===== src/rtl/uart_rx_ext.sv =====
// UART receiver with 3-sample majority voting, optional parity, 1 or 2 stop bits,
// break detection and a small receive FIFO carrying per-entry parity/framing flags.
module uart_rx_ext #(
  parameter int unsigned CLK_DIV    = 5208,
  parameter int unsigned DATA_BITS  = 8,
  parameter int unsigned PARITY_EN  = 0,
  parameter int unsigned PARITY_ODD = 0,
  parameter int unsigned STOP_BITS  = 1,
  parameter int unsigned FIFO_DEPTH = 4
) (
  input  logic                 clk,
  input  logic                 rst,
  input  logic                 rs232,
  output logic [DATA_BITS-1:0] rx_data,
  output logic                 rx_perr,
  output logic                 rx_ferr,
  output logic                 rx_valid,
  input  logic                 rx_ready,
  output logic                 overrun,
  output logic                 break_det,
  output logic                 busy
);

  localparam int unsigned CntW  = $clog2(CLK_DIV);
  localparam int unsigned BitW  = $clog2(DATA_BITS);
  localparam int unsigned AddrW = $clog2(FIFO_DEPTH);
  localparam int unsigned EntW  = DATA_BITS + 2;

  localparam logic [CntW-1:0] CntMax   = CntW'(CLK_DIV - 1);
  localparam logic [CntW-1:0] SampA    = CntW'(CLK_DIV / 2 - 1);
  localparam logic [CntW-1:0] SampB    = CntW'(CLK_DIV / 2);
  localparam logic [CntW-1:0] Resolve  = CntW'(CLK_DIV / 2 + 1);
  localparam logic [BitW-1:0] LastBit  = BitW'(DATA_BITS - 1);
  localparam logic            ParEn    = (PARITY_EN != 0);
  localparam logic            ParOdd   = (PARITY_ODD != 0);
  localparam logic            TwoStop  = (STOP_BITS == 2);

  typedef enum logic [2:0] {
    StIdle,
    StStart,
    StData,
    StParity,
    StStop,
    StBrkWait
  } state_e;

  logic [1:0]           sync_q;
  logic                 line, line_prev_q;
  state_e               state_q, state_d;
  logic [CntW-1:0]      cnt_q, cnt_d;
  logic [BitW-1:0]      bit_idx_q, bit_idx_d;
  logic [DATA_BITS-1:0] shreg_q, shreg_d;
  logic [1:0]           samp_q, samp_d;
  logic                 perr_q, perr_d;
  logic                 ferr_q, ferr_d;
  logic                 par_bit_q, par_bit_d;
  logic                 stop_idx_q, stop_idx_d;
  logic                 push_q, push_d;
  logic                 break_q, break_d;

  logic                 wrap, resolve, bit_val, last_stop;

  logic [AddrW:0]       wr_ptr_q, wr_ptr_d;
  logic [AddrW:0]       rd_ptr_q, rd_ptr_d;
  logic [EntW-1:0]      mem_q [FIFO_DEPTH];
  logic [EntW-1:0]      head;
  logic                 full, pop, push_acc;

  assign line      = sync_q[1];
  assign wrap      = (cnt_q == CntMax);
  assign resolve   = (cnt_q == Resolve);
  assign bit_val   = (samp_q[0] & samp_q[1]) | (samp_q[0] & line) | (samp_q[1] & line);
  assign last_stop = !TwoStop || stop_idx_q;

  always_comb begin
    state_d    = state_q;
    cnt_d      = '0;
    bit_idx_d  = bit_idx_q;
    shreg_d    = shreg_q;
    samp_d     = samp_q;
    perr_d     = perr_q;
    ferr_d     = ferr_q;
    par_bit_d  = par_bit_q;
    stop_idx_d = stop_idx_q;
    push_d     = 1'b0;
    break_d    = 1'b0;

    if (state_q != StIdle) begin
      cnt_d = wrap ? '0 : cnt_q + 1'b1;
    end
    if (cnt_q == SampA) samp_d[0] = line;
    if (cnt_q == SampB) samp_d[1] = line;

    unique case (state_q)
      StIdle: begin
        if (line_prev_q && !line) begin
          state_d    = StStart;
          bit_idx_d  = '0;
          perr_d     = 1'b0;
          ferr_d     = 1'b0;
          par_bit_d  = 1'b0;
          stop_idx_d = 1'b0;
        end
      end
      StStart: begin
        if (resolve && bit_val) begin
          state_d = StIdle;
        end else if (wrap) begin
          state_d = StData;
        end
      end
      StData: begin
        if (resolve) shreg_d = {bit_val, shreg_q[DATA_BITS-1:1]};
        if (wrap) begin
          if (bit_idx_q == LastBit) begin
            state_d = ParEn ? StParity : StStop;
          end else begin
            bit_idx_d = bit_idx_q + 1'b1;
          end
        end
      end
      StParity: begin
        if (resolve) begin
          par_bit_d = bit_val;
          perr_d    = bit_val != ((^shreg_q) ^ ParOdd);
        end
        if (wrap) state_d = StStop;
      end
      StStop: begin
        if (resolve) begin
          if (!bit_val) ferr_d = 1'b1;
          // The last stop bit ends the frame at mid-bit so back-to-back frames are not missed.
          if (last_stop) begin
            if ((shreg_q == '0) && (!ParEn || !par_bit_q) && !bit_val) begin
              break_d = 1'b1;
              state_d = StBrkWait;
            end else begin
              push_d  = 1'b1;
              state_d = StIdle;
            end
          end
        end
        if (wrap && !last_stop) stop_idx_d = 1'b1;
      end
      StBrkWait: begin
        if (line) state_d = StIdle;
      end
      default: state_d = StIdle;
    endcase

    if (state_d == StIdle) cnt_d = '0;
  end

  assign pop      = rx_valid && rx_ready;
  assign full     = (wr_ptr_q[AddrW] != rd_ptr_q[AddrW]) &&
                    (wr_ptr_q[AddrW-1:0] == rd_ptr_q[AddrW-1:0]);
  assign push_acc = push_q && (!full || pop);
  assign wr_ptr_d = wr_ptr_q + (AddrW+1)'(push_acc);
  assign rd_ptr_d = rd_ptr_q + (AddrW+1)'(pop);

  always_ff @(posedge clk) begin
    if (rst) begin
      sync_q      <= 2'b11;
      line_prev_q <= 1'b1;
      state_q     <= StIdle;
      cnt_q       <= '0;
      bit_idx_q   <= '0;
      shreg_q     <= '0;
      samp_q      <= '0;
      perr_q      <= 1'b0;
      ferr_q      <= 1'b0;
      par_bit_q   <= 1'b0;
      stop_idx_q  <= 1'b0;
      push_q      <= 1'b0;
      break_q     <= 1'b0;
      wr_ptr_q    <= '0;
      rd_ptr_q    <= '0;
    end else begin
      sync_q      <= {sync_q[0], rs232};
      line_prev_q <= line;
      state_q     <= state_d;
      cnt_q       <= cnt_d;
      bit_idx_q   <= bit_idx_d;
      shreg_q     <= shreg_d;
      samp_q      <= samp_d;
      perr_q      <= perr_d;
      ferr_q      <= ferr_d;
      par_bit_q   <= par_bit_d;
      stop_idx_q  <= stop_idx_d;
      push_q      <= push_d;
      break_q     <= break_d;
      wr_ptr_q    <= wr_ptr_d;
      rd_ptr_q    <= rd_ptr_d;
    end
  end

  // Storage is not reset; the outputs are gated by rx_valid instead.
  always_ff @(posedge clk) begin
    if (!rst && push_acc) begin
      mem_q[wr_ptr_q[AddrW-1:0]] <= {shreg_q, perr_q, ferr_q};
    end
  end

  assign head      = mem_q[rd_ptr_q[AddrW-1:0]];
  assign rx_valid  = (wr_ptr_q != rd_ptr_q);
  assign rx_data   = rx_valid ? head[EntW-1:2] : '0;
  assign rx_perr   = rx_valid && head[1];
  assign rx_ferr   = rx_valid && head[0];
  assign overrun   = push_q && full && !pop;
  assign break_det = break_q;
  assign busy      = (state_q != StIdle);

endmodule


===== config.mk =====
export PLATFORM = sky130hd
export DESIGN_NAME = uart_rx_ext
export DESIGN_NICKNAME = d
export VERILOG_FILES = /design/src/rtl/uart_rx_ext.sv
export SDC_FILE = /design/constraint.sdc
export NUM_CORES = 1
export LEC_CHECK = 0
export CAP_MARGIN = 20
export CORE_MARGIN = 8
export CORE_UTILIZATION = 53
export DETAILED_ROUTE_END_ITERATION = 8
export GPL_ROUTABILITY_DRIVEN = 0
export PLACE_DENSITY = 0.73
export SETUP_SLACK_MARGIN = 0.15
export SLEW_MARGIN = 20
export SYNTH_ARGS = -nofsm -noshare
export SYNTH_HDL_FRONTEND = slang
export SYNTH_SLANG_ARGS = --single-unit

===== constraint.sdc =====
create_clock -name clk -period 2.56 [get_ports clk]
set_clock_uncertainty 0.2 [all_clocks]
set_input_delay 0.384 -clock clk [delete_from_list [all_inputs] [get_ports clk]]
set_output_delay 0.384 -clock clk [all_outputs]
set_load 0.005 [all_outputs]

==> results by group <==
Status
  – Outcome: finished clean

Critical path
  – Critical path buffers and inverters: 4
  – Crit path DAT: 1.78 ns
  – Delay contributed by the slowest stage of the critical path: 0.48 ns
  – Maximum fanout along the worst path: 5
  – Worst Path Required: 1.98 ns
  – Dominant delay contributor by cell family on the critical path: multiplexers
  – Critical Path Source Type: flip-flop
  – Path type of the worst setup path: flip-flop to output port
  – Critical path cell sequence: buf_6 -> buf_12 -> buf_4 -> mux4_2 -> nor2b_1 -> clkbuf_2
  – Setup crit end kind: output port
  – Slowest stage cell on the critical path: mux4_2

GRT
  – Vias in the first global route: 2373
  – Initial antenna violation count: 0
  – Largest net degree at the start of global routing: 32
  – GRT Residual Overflow: 0
  – Global-route total usage across every layer: 15.0%
  – First-pass GRT wire length: roughly 12 mm

Finish
  – Count of non-filler cells in the finished layout: 425
  – Diode count: 0
  – Total of fill cells in the finished design: 518
  – Fraction of final layout cells sized beyond drive strength 1: 20.9%
  – Growth of design area from synthesis to finish: 18.7%
  – Layout Nets: roughly 360
  – Final standard cell utilization of the core: 64.3%
  – Final std cell area, no fill: 4320 um^2

Routing
  – Count of vias placed by the detailed router: around 2400
  – Number of DRC markers in iteration 0: roughly 130
  – Detailed-route DRC error count: 0
  – Drt wl/cell: 15.8 um
  – Detailed Route WL: 6.70 mm
  – Initial DRT Pass Iterations: 4
  – Mean number of vias per cell: 5.55
  – Antenna violation net count after detailed routing: 0

Floorplan
  – Cell row count: 30
  – Horizontal extent of the die: just under 100 um
  – Area of the placeable core: 6720 um^2
  – Starting utilization of the core area: 54.2%
  – Area of the die: roughly 10000 um^2
  – Overall die height: 98.9 um
  – Ports: 18

Timing
  – Final Max Slew Viols: 0
  – Transition time at the pin with the least slew margin: 0.524 ns
  – Fin crit share: between 90% and 100%
  – Final Hold Fails: 0
  – Relative slew slack: 64.9%
  – Maximum clock frequency: 423 MHz
  – Min cycle time layout: between 2 and 2.5 ns
  – Setup Viol. Count Final: 0
  – Unrepaired setup endpoints after global routing: true
  – Final total negative setup slack: 0 ns

Power and ir drop
  – Cell internal power dissipation: 1860 uW
  – Leak pwr: 0.00156 uW
  – IR Drop Worst-Case VDD: 0.321 mV
  – Power density cells: 551 nW/um^2
  – Switching share of power: between 20 and 25%
  – Net Sw Power: 524 uW
  – Reg power frac: between 50% and 60%
  – Total power: about 2400 uW
  – Portion of total power attributed to combinational logic: 2.3%
  – Clock network power share: 40.3%

Logic synthesis
  – Post-synthesis sequential area ratio: 56.1%
  – Most area-consuming cells after synthesis: edfxtp_1 33%, dfxtp_1 23%, mux4_2 6.2%, ha_1 4.5%, nor2b_1 3.4%
  – Ys flop type: dfxtp_1
  – Number of storage elements in the synthesis netlist: 82
  – Total number of yosys warnings: 0
  – Portion of synthesized cell area occupied by the leading cell type: 33.0%
  – Proportion of register bits with asynchronous set or reset after synthesis: 0%
  – Mean area per synthesized cell: 12.1 um^2
  – Synthesized cell area: 3640 um^2
  – Number of synthesized flops with an enable pin: 40
  – Total nets after synthesis: 317
  – Cells after Synth: 300
  – Post-synth cell types: 47
  – Post-synth top area cell: edfxtp_1

Clock tree
  – Worst-Skew Late Latency: between 0.3 and 0.4 ns
  – Number of clock sinks seen by CTS: 82
  – Number of H-tree branching levels: 3
  – Clock slew seen by the registers of the worst setup and hold paths: 0.09 ns
  – CTS tree: built
  – Hold buffer count at cts: 0
  – Inserted Clock Buffers: 9
  – Root Driver: clkbuf_8
  – Maximum buffer depth of the clock tree: 2

Place
  – Final HPWL from detailed placement: 4.48 mm
  – Instance area at placement: about 4000 um^2
  – Total placed cells including tap cells: just under 400
  – Count of buffers inserted at the top-level ports: 17

Run
  – Max-capacitance violation count: 0

Min path
  – HP Class: flip-flop to flip-flop
per-stage QoR:
stage | setup slack, ns | hold WS (ns)
detailed placement | 0.192 | 0.200
floorplan | 0.272 | 0.189
CTS | 0.0695 | 0.215
global placement | 0.246 | 0.192
global route | 0.116 | 0.242
finish | 0.195 | 0.215
power groups by stage:
stage	registers, uW	logic (uW)	clock network, uW
final	1370	55.2	959
after global routing	1370	60.0	1040
after CTS	1370	47.6	984
after detailed placement	1400	47.3	0
after global placement	1400	47.0	0
after floorplan	1400	35.9	0
per-layer routing:
| layer | wire [um] | vias to the layer above | GRT usage [%] |
|---|---|---|---|
| met4 | 65 | 0 | 6.85 |
| met5 | 0 | - | 0 |
| met1 | 2940 | 1152 | 17.7 |
| met3 | 171 | 5 | 2.82 |
| li1 | - | 1173 | - |
| met2 | 3520 | 27 | 25.7 |
placed cells by master, fill, tap and decap left out, types with 2 or more instances in the layout:
cell type,count
a21oi_1,9
a22oi_1,2
and2_1,4
and3_1,6
and3b_1,2
and4_1,2
buf_12,3
buf_4,19
clkbuf_2,6
clkbuf_8,9
clkdlybuf4s50_1,6
dfxtp_1,41
dlygate4sd2_1,4
edfxtp_1,40
ha_1,13
inv_1,12
inv_6,3
mux2i_1,5
mux4_2,10
nand2_1,15
nand2b_1,3
nand3_1,15
nand4_1,3
nor2_1,13
nor2b_1,19
nor3_1,16
nor3b_1,5
nor4_1,3
or2_2,4
xnor2_1,13
xor2_1,6
cell usage after synthesis (3+ instances only):
master and instances:
nand2b_1 3, a21oi_1 9, or2_2 4, nor2b_1 20
nor3_1 17, and2_1 4, xor2_1 6, nor4_1 3
nor2_1 13, nor3b_1 5, inv_1 12, edfxtp_1 40
dfxtp_1 42, nand3_1 15, mux4_2 10, ha_1 13
clkbuf_1 9, nand2_1 15, mux2i_1 5, xnor2_1 14
and3_1 7, nand4_1 3
final cells by class:
cell class | count | area (um^2) | share of cell area [%]
well taps | 80 | 100 | 2.32
inverters | 12 | 45.0 | 1.04
flip-flops and latches | 82 | 2050 | 47.3
multi-input cells | 194 | 1550 | 35.8
clock inverters | 7 | 83.8 | 1.94
clock buffers | 9 | 124 | 2.87
repair buffers | 41 | 377 | 8.71
flip-flops by register name, indices dropped and copies added (netlist names):
name / cells
ferr_q: 1
push_q: 1
mem_q: 40
samp_q: 2
shreg_q: 8
sync_q: 2
cnt_q: 13
perr_q: 1
break_det: 1
rd_ptr_q: 3
wr_ptr_q: 3
state_q: 3
bit_idx_q: 3
line_prev_q: 1
kinds of logic (layout without fill, tap and decap cells):
family          count (synthesis)  count (layout)  synth area share [%]
compound gates                 20              20                  3.54
xor+xnor                       20              20                  4.81
fa+ha+maj                      14              14                  4.74
buf+inv                        24              69                  2.75
flops                          82              82                  56.1
mux                            16              16                  7.87
simple gates                  124             124                  20.2
path summary, 6_finish.rpt:
kind / to / start / cells past startpoint / slack, ns
min reg2reg: sync_q[1] / sync_q[0] / 1 / 0.22
min: sync_q[1] / sync_q[0] / 1 / 0.22
max reg2reg: cnt_q[5] / state_q[2] / 6 / 0.29
max: rx_ferr / rd_ptr_q[0] / 6 / 0.20
what timing repair did:
action / CTS / global route
resized for setup: 20 / 17
setup endpoints to repair: 12 / 21
endpoints found under the hold margin: 0 / 0
cloned: 1 / 0
buffers inserted: 4 / 6
pin swaps: 2 / 2
Power figures use the tool's default switching activity.
